### src/rtl/biss_pkg.sv
// biss_pkg: shared definitions for the BiSS-C slave transmitter.
//   state_e     - frame sequencer states
//   CRC_W       - CRC register width
//   CRC_POLY    - CRC6 polynomial x^6+x+1 without the implicit x^6 term
//   clamp_bits  - maps a requested position length onto 1..bits_max
package biss_pkg;

  localparam int              CRC_W    = 6;
  localparam logic [CRC_W-1:0] CRC_POLY = 6'h03;

  typedef enum logic [3:0] {
    S_IDLE,
    S_ACK,
    S_START,
    S_CDS,
    S_DATA,
    S_NE,
    S_NW,
    S_CRC,
    S_TIMEOUT
  } state_e;

  // A zero length would leave nothing to shift, so it is promoted to one bit;
  // anything wider than the position register is cut to the register width.
  function automatic logic [7:0] clamp_bits(input logic [7:0] bits,
                                            input logic [7:0] bits_max);
    if (bits == 8'd0) return 8'd1;
    if (bits > bits_max) return bits_max;
    return bits;
  endfunction

endpackage

### src/rtl/biss_crc6.sv
// biss_crc6: serial CRC6 (x^6+x+1, init 0) over the bits put on SLO.
//   clk_i     system clock
//   reset_n_i asynchronous active-low reset
//   clr_i     synchronous clear (frame start)
//   en_i      shift one bit in this cycle
//   bit_i     bit being shifted in
//   crc_o     current CRC register (transmitted inverted by the caller)
module biss_crc6
  import biss_pkg::*;
(
  input  logic             clk_i,
  input  logic             reset_n_i,
  input  logic             clr_i,
  input  logic             en_i,
  input  logic             bit_i,
  output logic [CRC_W-1:0] crc_o
);

  logic fb;

  assign fb = crc_o[CRC_W-1] ^ bit_i;

  always_ff @(posedge clk_i or negedge reset_n_i) begin
    if (!reset_n_i) begin
      crc_o <= '0;
    end else if (clr_i) begin
      crc_o <= '0;
    end else if (en_i) begin
      crc_o <= {crc_o[CRC_W-2:0], 1'b0} ^ (fb ? CRC_POLY : '0);
    end
  end

endmodule

### src/rtl/biss_slave_tx.sv
// biss_slave_tx: BiSS-C encoder-side transmitter.
// Answers each MA falling edge with the next SLO bit of the frame
// ACK.., START, CDS(0), position MSB first, nE, nW, ~CRC6, then holds SLO low
// until MA has been idle high for TIMEOUT_CYCLES clocks.
//   clk_i        system clock
//   reset_n_i    asynchronous active-low reset
//   biss_sck_i   MA clock from the master (asynchronous, idle high)
//   BITS         position length; latched at frame start
//   position_i   right-aligned position word; latched at frame start
//   nerror_i     nE flag (active low); latched at frame start
//   nwarn_i      nW flag (active low); latched at frame start
//   biss_dat_o   SLO line to the master (registered)
//   busy_o       high from frame start until back in IDLE
//   frame_done_o one-cycle pulse when the timeout expires
module biss_slave_tx
  import biss_pkg::*;
#(
  parameter int BITS_MAX       = 32,
  parameter int ACK_CLKS       = 1,
  parameter int TIMEOUT_CYCLES = 2500
) (
  input  logic                clk_i,
  input  logic                reset_n_i,
  input  logic                biss_sck_i,
  input  logic [7:0]          BITS,
  input  logic [BITS_MAX-1:0] position_i,
  input  logic                nerror_i,
  input  logic                nwarn_i,
  output logic                biss_dat_o,
  output logic                busy_o,
  output logic                frame_done_o
);

  localparam int CNT_W      = (BITS_MAX > 1) ? $clog2(BITS_MAX) : 1;
  localparam int ACK_W      = 4;
  localparam int CRC_CNT_W  = $clog2(CRC_W);
  localparam int TO_W       = $clog2(TIMEOUT_CYCLES + 1);

  // MA synchroniser and edge detection
  logic sck_meta_q, sck_sync_q, sck_prev_q;
  logic ma_fall, ma_rise;

  // Frame state
  state_e                 state_q, state_d;
  logic                   dat_q, dat_d;
  logic                   done_q, done_d;
  logic [ACK_W-1:0]       ack_cnt_q, ack_cnt_d;
  logic [CNT_W-1:0]       bit_cnt_q, bit_cnt_d;
  logic [CRC_CNT_W-1:0]   crc_cnt_q, crc_cnt_d;
  logic [TO_W-1:0]        to_cnt_q, to_cnt_d;
  logic [CNT_W-1:0]       bits_m1_q, bits_m1_d;
  logic [BITS_MAX-1:0]    pos_q, pos_d;
  logic                   ne_q, ne_d;
  logic                   nw_q, nw_d;

  // CRC interface
  logic                   crc_clr, crc_en, crc_bit;
  logic [CRC_W-1:0]       crc;

  logic [7:0]             bits_clamped;
  logic [CNT_W-1:0]       bit_cnt_dec;
  logic [CRC_CNT_W-1:0]   crc_cnt_dec;

  assign bits_clamped = clamp_bits(BITS, 8'(BITS_MAX));
  assign bit_cnt_dec  = bit_cnt_q - CNT_W'(1);
  assign crc_cnt_dec  = crc_cnt_q - CRC_CNT_W'(1);

  // Synchroniser idles high like MA itself, so leaving reset with MA high
  // never looks like a falling edge.
  always_ff @(posedge clk_i or negedge reset_n_i) begin
    if (!reset_n_i) begin
      sck_meta_q <= 1'b1;
      sck_sync_q <= 1'b1;
      sck_prev_q <= 1'b1;
    end else begin
      sck_meta_q <= biss_sck_i;
      sck_sync_q <= sck_meta_q;
      sck_prev_q <= sck_sync_q;
    end
  end

  assign ma_fall = sck_prev_q & ~sck_sync_q;
  assign ma_rise = ~sck_prev_q & sck_sync_q;

  biss_crc6 u_crc (
    .clk_i     (clk_i),
    .reset_n_i (reset_n_i),
    .clr_i     (crc_clr),
    .en_i      (crc_en),
    .bit_i     (crc_bit),
    .crc_o     (crc)
  );

  // Next-state / next-output logic. The CRC is advanced on the same MA fall
  // that places a covered bit on SLO, so crc_bit always equals dat_d there.
  always_comb begin
    // NOTE: every output gets a default before the case so no path can leave
    // a signal unassigned, which would infer a latch.
    state_d   = state_q;
    dat_d     = dat_q;
    done_d    = 1'b0;
    ack_cnt_d = ack_cnt_q;
    bit_cnt_d = bit_cnt_q;
    crc_cnt_d = crc_cnt_q;
    to_cnt_d  = to_cnt_q;
    bits_m1_d = bits_m1_q;
    pos_d     = pos_q;
    ne_d      = ne_q;
    nw_d      = nw_q;
    crc_clr   = 1'b0;
    crc_en    = 1'b0;
    crc_bit   = 1'b0;

    case (state_q)
      S_IDLE: begin
        dat_d = 1'b1;
        if (ma_fall) begin
          bits_m1_d = CNT_W'(bits_clamped - 8'd1);
          pos_d     = position_i;
          ne_d      = nerror_i;
          nw_d      = nwarn_i;
          crc_clr   = 1'b1;
          ack_cnt_d = ACK_W'(1);
          dat_d     = 1'b0;
          state_d   = S_ACK;
        end
      end

      S_ACK: begin
        if (ma_fall) begin
          if (ack_cnt_q == ACK_W'(ACK_CLKS)) begin
            dat_d   = 1'b1;
            state_d = S_START;
          end else begin
            ack_cnt_d = ack_cnt_q + ACK_W'(1);
          end
        end
      end

      S_START: begin
        if (ma_fall) begin
          dat_d   = 1'b0;
          state_d = S_CDS;
        end
      end

      S_CDS: begin
        if (ma_fall) begin
          dat_d     = pos_q[bits_m1_q];
          crc_en    = 1'b1;
          crc_bit   = pos_q[bits_m1_q];
          bit_cnt_d = bits_m1_q;
          state_d   = S_DATA;
        end
      end

      S_DATA: begin
        if (ma_fall) begin
          crc_en = 1'b1;
          if (bit_cnt_q == '0) begin
            dat_d   = ne_q;
            crc_bit = ne_q;
            state_d = S_NE;
          end else begin
            bit_cnt_d = bit_cnt_dec;
            dat_d     = pos_q[bit_cnt_dec];
            crc_bit   = pos_q[bit_cnt_dec];
          end
        end
      end

      S_NE: begin
        if (ma_fall) begin
          dat_d   = nw_q;
          crc_en  = 1'b1;
          crc_bit = nw_q;
          state_d = S_NW;
        end
      end

      S_NW: begin
        if (ma_fall) begin
          dat_d     = ~crc[CRC_W-1];
          crc_cnt_d = CRC_CNT_W'(CRC_W - 1);
          state_d   = S_CRC;
        end
      end

      S_CRC: begin
        if (ma_fall) begin
          if (crc_cnt_q != '0) begin
            dat_d     = ~crc[crc_cnt_dec];
            crc_cnt_d = crc_cnt_dec;
          end else begin
            dat_d    = 1'b0;
            to_cnt_d = '0;
            state_d  = S_TIMEOUT;
          end
        end
      end

      S_TIMEOUT: begin
        // Only an uninterrupted high stretch of MA releases the line; any
        // edge (including a stray fall) restarts the count.
        dat_d = 1'b0;
        if (ma_fall || ma_rise) begin
          to_cnt_d = '0;
        end else if (sck_sync_q) begin
          if (to_cnt_q == TO_W'(TIMEOUT_CYCLES - 1)) begin
            dat_d    = 1'b1;
            done_d   = 1'b1;
            to_cnt_d = '0;
            state_d  = S_IDLE;
          end else begin
            to_cnt_d = to_cnt_q + TO_W'(1);
          end
        end
      end

      default: begin
        dat_d   = 1'b1;
        state_d = S_IDLE;
      end
    endcase
  end

  always_ff @(posedge clk_i or negedge reset_n_i) begin
    // NOTE: sequential state uses non-blocking assignments so every register
    // samples the pre-edge values, independent of statement order.
    if (!reset_n_i) begin
      state_q   <= S_IDLE;
      dat_q     <= 1'b1;
      done_q    <= 1'b0;
      ack_cnt_q <= '0;
      bit_cnt_q <= '0;
      crc_cnt_q <= '0;
      to_cnt_q  <= '0;
      bits_m1_q <= '0;
      pos_q     <= '0;
      ne_q      <= 1'b0;
      nw_q      <= 1'b0;
    end else begin
      state_q   <= state_d;
      dat_q     <= dat_d;
      done_q    <= done_d;
      ack_cnt_q <= ack_cnt_d;
      bit_cnt_q <= bit_cnt_d;
      crc_cnt_q <= crc_cnt_d;
      to_cnt_q  <= to_cnt_d;
      bits_m1_q <= bits_m1_d;
      pos_q     <= pos_d;
      ne_q      <= ne_d;
      nw_q      <= nw_d;
    end
  end

  assign biss_dat_o   = dat_q;
  assign busy_o       = (state_q != S_IDLE);
  assign frame_done_o = done_q;

endmodule

### config.mk
export PLATFORM = sky130hd
export DESIGN_NAME = biss_slave_tx
export DESIGN_NICKNAME = d
export VERILOG_FILES = /design/src/rtl/biss_pkg.sv /design/src/rtl/biss_crc6.sv /design/src/rtl/biss_slave_tx.sv
export SDC_FILE = /design/constraint.sdc
export NUM_CORES = 1
export LEC_CHECK = 0
export CAP_MARGIN = 20
export CORE_MARGIN = 2
export CORE_UTILIZATION = 40
export DETAILED_ROUTE_END_ITERATION = 10
export PLACE_DENSITY = 0.57
export SLEW_MARGIN = 20
export SYNTH_ARGS = -nofsm -noshare
export SYNTH_HDL_FRONTEND = slang
export SYNTH_SLANG_ARGS = --single-unit
### constraint.sdc
create_clock -name clk_i -period 4.9 [get_ports clk_i]
set_clock_uncertainty 0.1 [all_clocks]
set_input_delay 0.98 -clock clk_i [delete_from_list [all_inputs] [get_ports clk_i]]
set_output_delay 0.98 -clock clk_i [all_outputs]
set_load 0.005 [all_outputs]
==> results.cfg <==
[outcome]
outcome = completed

[clock_network]
ctsRootBufferMaster = clkbuf_8
cts_tree = done
cts_made_buffers = 9
clk_pin_slew_ns = 0.09
cts.sinks = 78
clock_path_buffers = 2
ctsHoldBuffers = 0
htree_num_levels = 3
post_cts_resized = 0
insertion_delay_ns = 0.37
cts_setup_buffers = 0

[logic_synthesis]
syn_area_um2 = 4360
ys_seq_area_share_pct = 44.9
ys_types = 51
netlist_instances = 483
syn-num-nets = 537
synth_edf_count = 0
synth_area_leaders = dfrtp_1 42%, nand2_1 13%, mux4_2 9.8%
synth-main-ff-cell = dfrtp_1
synth_area_per_cell_um2 = 9.03
yosys.area.top_type_share_pct = 42.4
yosys_warnings = 0
ys_async_sr_fraction_pct = 100
synth_seq_cells = 78
yosysTopAreaCell = dfrtp_1

[pwr]
power_uw = 2930
p_per_area_nw_per_um2 = 569
ir_drop_uv = 199
leakagePower_uw = 0.00228

[grt]
first_global_vias = 3484
track_usage_pct = 18.3
use_met3_pct = 5.24
grt_antenna_before_repair = 0
grt_util_met2_pct = 28.4
grt.busiest_layer = met2
grt_pass1_wl_mm = 16.8
grt_max_degree = 79
grt_util_met1_pct = 24.7
overflow = 0

[timing]
fin_ws_ns = 1.66
max_slew_margin_pct = 34.9
min_period_ns = 3.24
min_period_over_period_pct = 66.1
fmax_ghz = 0.309
finalHoldViolCount = 0
finalSetupTns_ns = 0
worstMarginPinSlew_ns = 0.963
drv_slew = 0
rsz0062_at_grt = false
setup_violations = 0

[die]
core_area_um2 = 10700
io_pins = 48
dieArea_um2 = 11800
rows = 38
start_util_pct = 40.6
dieWidth_um = 108
die_height_um = 108

[min_path]
hold_depth = 0
hp-class = reg -> reg
holdPathEnd = sck_sync_q
min-delay-start = sck_meta_q

[setup_path]
critPathRequiredTime_ns = 5.09
rr_endpoint = biss_dat_o
reg2regPathDepth = 9
slowest_stage = dfrtp_1
critPathCaptureType = flop
regToRegSetupSlack_ns = 1.66
max_stage_delay_ns = 0.74
crit_path_cell_trace = inv_1 -> ha_1 -> mux4_2 -> a21boi_1 -> a311o_1 -> a32oi_1 -> o211ai_2 -> a2111oi_2 -> a21oi_1
worst-setup-path-type = reg -> reg
crit_path_start_kind = flop
r2r-start = bit_cnt_q[0]
crit_arrival_ns = 3.43
crit_fanout = 13

[final_layout]
area_delta_synth_final_pct = 18.3
multi_input_area_um2 = 2270
nets = 574
fill_cells = 1047
drive_above_1_share_pct = 9.52
antenna_cells = 0
regArea_um2 = 1960

[routing]
drt-initial-drc-count = 203
num_vias = 3533
antenna_left = 0
drt-vias-per-instance = 5.31
firstDrtPassIters = 4
drc = 0
post_drt_wl_per_cell_um = 14.8
routed_wl_mm = 9.84

[job]
drv_cap = 0

[place]
port-buffer-count = 47
gp_congestion = 0.915
dp_hpwl_mm = 6.94
place_worst_setup_slack_ns = 1.63
-- critical path, delay by kind of cell, from the launching register on --
kind | cells | cell delay [ns]
AO/OA/AOI/OAI | 6 | 1.36
adder cells (fa/ha/maj) | 1 | 0.52
buffers and inverters | 1 | 0.10
multiplexers | 1 | 0.34
flip-flops | 1 | 0.74
-- sequential cells by signal, summed over array words and instances (netlist names) --
signal,flops
sck_meta_q,1
ack_cnt_q,4
bit_cnt_q,5
sck_prev_q,1
ne_q,1
state_q,4
sck_sync_q,1
biss_dat_o,1
frame_done_o,1
pos_q,32
nw_q,1
u_crc.crc_o,6
crc_cnt_q,3
to_cnt_q,12
bits_m1_q,5
-- synthesized netlist by cell type, drive strengths merged (3+ instances only) --
master and count:
ha 9, nand2 148, nand3 10, dfstp 4, clkbuf 22, and3 7, o31ai 4, xor2 6
a21oi 13, mux4 19, inv 10, nor2 29, o21ai 46, xnor2 5, mux2 4, nor3 13
mux2i 5, dfrtp 74, nand2b 8, nor2b 9, buf 3
-- layout by cell type (no fill, tap or decap), types with 3 or more instances in the layout --
master / count
xor2_1: 6
mux2_2: 3
nor2_1: 29
nor3_1: 12
nor2b_1: 9
a21oi_1: 13
ha_1: 9
buf_4: 4
and3_1: 7
nand2_1: 148
inv_1: 10
mux2i_1: 5
clkdlybuf4s50_1: 46
o21ai_0: 37
nand2b_1: 8
dfstp_2: 4
dfrtp_1: 74
o31ai_1: 4
nand3_1: 10
mux4_2: 19
o21ai_1: 9
clkbuf_8: 10
xnor2_1: 5
-- worst max-delay path by stage --
stage | start | to | slack (ns) | cells after the start
floorplan | bit_cnt_q[0] | biss_dat_o | 1.87 | 11
global placement | bit_cnt_q[0] | biss_dat_o | 1.73 | 9
detailed placement | bit_cnt_q[0] | biss_dat_o | 1.63 | 9
CTS | bit_cnt_q[0] | biss_dat_o | 1.63 | 9
global route | bit_cnt_q[0] | biss_dat_o | 1.37 | 9
finish | bit_cnt_q[0] | biss_dat_o | 1.66 | 9
-- where the power goes --
group	switching (µW)	leakage, µW	internal [µW]
Combinational	539	0.00119	651
Sequential	324	0.000973	882
Clock	238	0.000110	300
Total	1100	0.00228	1830
-- per-layer routing --
layer  up-vias  routed length (µm)
li1       1737                   -
met1      1706                4740
met2        82                4510
met3         8                 450
met4         0                 136
met5         -                   0
-- logic make-up (layout without fill, tap and decap cells) --
family          count (synthesis)  in the layout  synth area share [%]
flops                          78             78                  44.9
compound gates                 80             80                  10.8
mux                            28             28                  12.0
buf+inv                        35             77                  3.15
simple gates                  242            242                  24.4
fa+ha+maj                       9              9                  2.58
xor+xnor                       11             11                  2.21
-- per-stage QoR --
step	hold slack [ns]	area (µm²)	util, %	cells
finish	0.257	5160	48.0	665
global route	0.264	5160	48.0	665
CTS	0.258	5160	48.0	665
detailed placement	0.247	4940	46.0	649
global placement	0.246	4940	46.0	649
floorplan	0.245	4360	-	483
-- area by class of cell --
class | count | share of cell area (%)
clock buffers | 12 | 2.81
clock inverters | 4 | 1.36
inverters | 10 | 0.727
multi-input cells | 370 | 44.1
flip-flops and latches | 78 | 37.9
well taps | 140 | 3.39
repair buffers | 51 | 9.72
(Power assumes the default switching activity.)
==> RTL change 1, RTL diff (same flow settings) <==
`BITS_MAX`: 32 -> 16.
--- a/src/rtl/biss_slave_tx.sv
+++ b/src/rtl/biss_slave_tx.sv
@@ -16,5 +16,5 @@
   import biss_pkg::*;
 #(
-  parameter int BITS_MAX       = 32,
+  parameter int BITS_MAX       = 16,
   parameter int ACK_CLKS       = 1,
   parameter int TIMEOUT_CYCLES = 2500
Ports: changed (resized position_i); port bits go from 48 to 32. The function was not compared with the original's and may differ.
==> RTL change 1 against the unedited design <==
Die area down 20%. Power down 24%. Setup slack better by 440 ps. Fmax up 16%. Routed wire length down 23%. Worst hold slack better by 5.9 ps. Sequential power down 27%. Design area down 21%. Sequential cell count down 18. Area after synthesis down 21%. Global-route usage down 0.71 points. Critical path type is now input port to register. Largest power group unchanged.
==> RTL change 1: results (changes against the unedited design) <==
* H-tree lvl count at 3 (unchanged)
* Initial antenna violation count at 0 (unchanged)
* First-pass detailed-route iteration total at 4 (unchanged)
* Final WL at 7.56 mm (-23%)
* Initial DRC count at 203 (unchanged)
* CTS resizes at 0 (unchanged)
* # diodes at 0 (unchanged)
* Synth async-reset ratio at 100% (unchanged)
* Sequential share of the synthesized area at 43.6% (-1.2 points)
* Pleak at 1.77 nW (-22%)
* CP max stage delay at 410 ps (-330 ps)
* Slew of the pin with the lowest slew margin at 797 ps (-165 ps)
* Yosys warns at 0 (unchanged)
* Ranking of synthesized cells by area: dfrtp_1, nand2_1, o21ai_0
* Final slew viol count at 0 (unchanged)
* FILL cells at 787 (-25%)
* Largest registers: pos_q (16), to_cnt_q (12), u_crc.crc_o (6)
* Clock-pin slew on the worst setup and hold paths at 70 ps (-20 ps)
* Synthesized Nets at 434 (-19%)
* Synth cell types at 55 (+7.8%)
* Worst vdd ir at 0.000251 V (+26%)
* Detailed-placement wirelength estimate at 5.46 mm (-21%)
* Total CTS buffers at 9 (unchanged)
* Status: finished clean
* PortBufs at 31 (-34%)
* CTS max path bufs at 2 (unchanged)
* Commonest cells post-synth: nand2_1, dfrtp_1, nor2_1
* Total setup buffers inserted after CTS at 0 (unchanged)
* First-pass GRT wire length at 13.7 mm (-19%)
* Worst Path Max Fanout at 3 (-10)
* Clk root buf: clkbuf_8
* Sw Ratio at 37.6% (+0.045 points)
* Worst hold path class: register to register
* Final #Nets at 462 (-20%)
* RePlAce Congestion at 0.887 (-3.1%)
* Routed vias at 2886 (-18%)
* Share of cells above drive strength 1 at 9.79% (+0.27 points)
* Gr usage total at 17.6% (-0.71 points)
* Largest net degree at the start of global routing at 61 (-23%)
* Clk_lat worst skew at 340 ps (-30 ps)
* Top cell family by delay on the critical path: simple AND/OR/NAND/NOR gates
* Slowest CP cell: clkdlybuf4s50_1
* Critical Path AT at 2950 ps (-480 ps)
## RTL change 1: power groups by stage
| stage | clock network [W] | logic (W) | registers (W) |
|---|---|---|---|
| 4_1_cts | 0.000535 | 0.000824 | 0.000884 |
| 2_1_floorplan | 0 | 0.000715 | 0.000774 |
| 6_report | 0.000523 | 0.000817 | 0.000885 |
| 3_3_place_gp | 0 | 0.000806 | 0.000885 |
| 3_5_place_dp | 0 | 0.000820 | 0.000890 |
| 5_1_grt | 0.000558 | 0.000936 | 0.000921 |
## RTL change 1: worst paths after layout
kind | start | cells after the start | end | slack, ps
worst max-delay path | BITS[0] | 8 | bits_m1_q[2]$_DFFE_PN0P_ | 2100
min in group asynchronous | reset_n_i | 2 | pos_q[15]$_DFFE_PN0P_ | 700
worst min-delay path | sck_meta_q$_DFF_PN1_ | 0 | sck_sync_q$_DFF_PN1_ | 260
max in group asynchronous | reset_n_i | 2 | bit_cnt_q[1]$_DFFE_PN0P_ | 3480
worst max register to register | bit_cnt_q[0]$_DFFE_PN0P_ | 9 | u_crc.crc_o[1]$_DFFE_PN0P_ | 2140
worst min register to register | sck_meta_q$_DFF_PN1_ | 0 | sck_sync_q$_DFF_PN1_ | 260
## RTL change 1: final cells by class
class                           count  share of cell area [%]
Multi-Input combinational cell    308                    44.8
Sequential cell                    60                    37.1
Timing Repair Buffer               33                    7.90
Clock buffer                       13                    4.17
Tap cell                          105                    3.24
Clock inverter                      3                    1.67
Inverter                           12                    1.11
## RTL change 1: worst register-to-register path, stage by stage, from the launching register on
cell and delay [ps]:
dfrtp_1 520, inv_1 100, ha_1 260, xnor2_1 300, o221a_2 250, o21ai_0 90, o221ai_1 310, a31oi_1 160
or4b_4 550, o211ai_2 70
## RTL change 1: logic make-up after synthesis
kind of cell / Yosys count / share of synthesized area (%)
compound gates: 82 / 14.4
fa+ha+maj: 9 / 3.26
simple gates: 195 / 27.4
xor+xnor: 9 / 2.28
flops: 60 / 43.6
buf+inv: 28 / 3.84
mux: 13 / 5.22
## RTL change 1: per-layer routing
metal  vias to the layer above  global-route usage (%)  share of wire [%]
met2                        59                    27.2                 47
met1                      1369                    24.5                 48
met3                        12                    3.83                4.1
met5                         -                       0                  0
li1                       1446                       -                  -
met4                         0                    6.39                1.5
## RTL change 1: metrics by stage
stage,total power [W],area [sq um],cells,setup slack (ps),utilization (%)
finish,0.00222,4060,534,2100,48.9
floorplan,0.00149,3450,396,2270,-
global route,0.00242,4060,534,1920,48.9
CTS,0.00224,4060,534,2090,48.9
detailed placement,0.00171,3820,518,1750,46.0
global placement,0.00169,3820,518,1810,46.0
==> RTL change 2, RTL diff (same flow settings) <==
Without the edit above. Put one more register stage on the output `biss_dat_o`, cleared by the reset. The value now appears one clock later. The other outputs are not delayed to match. Comments in the files are not updated.
--- a/src/rtl/biss_slave_tx.sv
+++ b/src/rtl/biss_slave_tx.sv
@@ -255,5 +255,11 @@
   end
 
-  assign biss_dat_o   = dat_q;
+  always_ff @(posedge clk_i or negedge reset_n_i) begin
+    if (!reset_n_i) begin
+      biss_dat_o <= '0;
+    end else begin
+      biss_dat_o <= dat_q;
+    end
+  end
   assign busy_o       = (state_q != S_IDLE);
   assign frame_done_o = done_q;
Function: changed (a bounded check fails within 4 cycles, from zero or initial values and one cycle with reset_n_i low).
==> RTL change 2 against the unedited design <==
Via count shrank 7.2%. Sequential cell count is 1 higher. Clock power is 7.8% higher. Setup slack improved by 46 ps. Area after synthesis decreased by 0.72%. Worst hold slack improved by 11 ps. Fmax is 1.4% higher. Design area is 0.75% lower. Routed wire length shrank 8.8%. First-iteration DRC count fell by 44%. Power about the same. Final cell count is 6.0% lower. Largest cell class unchanged. Largest power group unchanged.
==> RTL change 2: results (changes against the unedited design) <==
* CP max stage delay at 600 ps (-140 ps)
* Clock power share at 19.8% (+1.5 points)
* Sequential share of the synthesized area at 45.8% (+0.90 points)
* RePlAce Congestion at 0.825 (-9.9%)
* Largest net degree at the start of global routing at 80 (+1.3%)
* Routed vias at 3280 (-7.2%)
* Ranking of synthesized cells by area: dfrtp_1, nand2_1, mux4_2
* Final Non-Filler Cells at 625 (-6.0%)
* Synthesized Nets at 501 (-6.7%)
* Final #Nets at 538 (-6.3%)
* Worst Path Max Fanout at 16 (+3)
* Post-synthesis xor/xnor area fraction at 3.93% (+1.7 points)
* Slowest CP cell: nor4_1
* Top cell family by delay on the critical path: simple AND/OR/NAND/NOR gates
* Status: finished clean
* Reg2Reg Setup Slack at 1830 ps (+170 ps)
* Number of global-route vias before repair at 3285 (-5.7%)
* Cells after Synth at 447 (-7.5%)
* Compound-gate portion of the synthesized area at 9.01% (-1.8 points)
* Final WL at 8.97 mm (-8.8%)
* Placed Cells at 609 (-6.2%)
* First-pass GRT wire length at 15.8 mm (-6.3%)
* Critical Path AT at 2110 ps (-1320 ps)
* P_comb at 0.00114 W (-4%)
* Commonest cells post-synth: nand2_1, dfrtp_1, nor2_1
* Synth async-reset ratio at 100% (unchanged)
* Pleak at 2.31 nW (+1.5%)
* Share of cells above drive strength 1 at 8.38% (-1.1 points)
* Switching power at 0.00105 W (-4.2%)
* Slew of the pin with the lowest slew margin at 972 ps (+8.98 ps)
* Post-synthesis adder-cell area fraction at 2.60% (+0.019 points)
* Worst reg2reg path endpoint: u_crc.crc_o[1]$_DFFE_PN0P_
* Gr usage total at 16.9% (-1.4 points)
* Post-synthesis mux area share at 12.9% (+0.90 points)
* Worst vdd ir at 0.000309 V (+55%)
## RTL change 2: changes by cell type in the layout (fill, tap and decap cells not counted), moves of 7 or more
cell	unedited run	this run
mux2i_1	5	13
nand2_1	148	126
a22o_1	1	10
o21ai_0	37	25
a21oi_1	13	6
o21ai_1	9	1
mux4_2	19	10
## RTL change 2: per-layer routing
metal  part of all wire [%]  up-vias  wire (um)  global-route usage, %
li1                       -     1623          -                      -
met1                     48     1595       4320                   23.1
met2                     47       48       4200                   26.8
met3                    3.1       14        274                   3.80
met4                    2.0        0        180                   5.86
met5                      0        -          0                      0
## RTL change 2: stage by stage
| step | hold WS [ps] | utilization [%] | area, sq um |
|---|---|---|---|
| floorplan | 245 | - | 4330 |
| global placement | 251 | 46.8 | 4880 |
| detailed placement | 250 | 46.8 | 4880 |
| CTS | 272 | 49.1 | 5120 |
| global route | 272 | 49.2 | 5120 |
| finish | 267 | 49.2 | 5120 |
## RTL change 2: cells by family (layout without fill, tap and decap cells)
| logic type | Yosys count | after routing |
|---|---|---|
| xor+xnor | 17 | 17 |
| flops | 79 | 79 |
| fa+ha+maj | 9 | 9 |
| simple gates | 218 | 218 |
| buf+inv | 34 | 76 |
| mux | 33 | 33 |
| compound gates | 57 | 57 |
## RTL change 2: cell type report
cell class | instances | area, sq um
well taps | 136 | 170
repair buffers | 49 | 487
fillers | 978 | 5300
clock buffers | 11 | 131
flip-flops and latches | 79 | 1980
inverters | 11 | 41.3
clock inverters | 5 | 106
multi-input cells | 334 | 2200
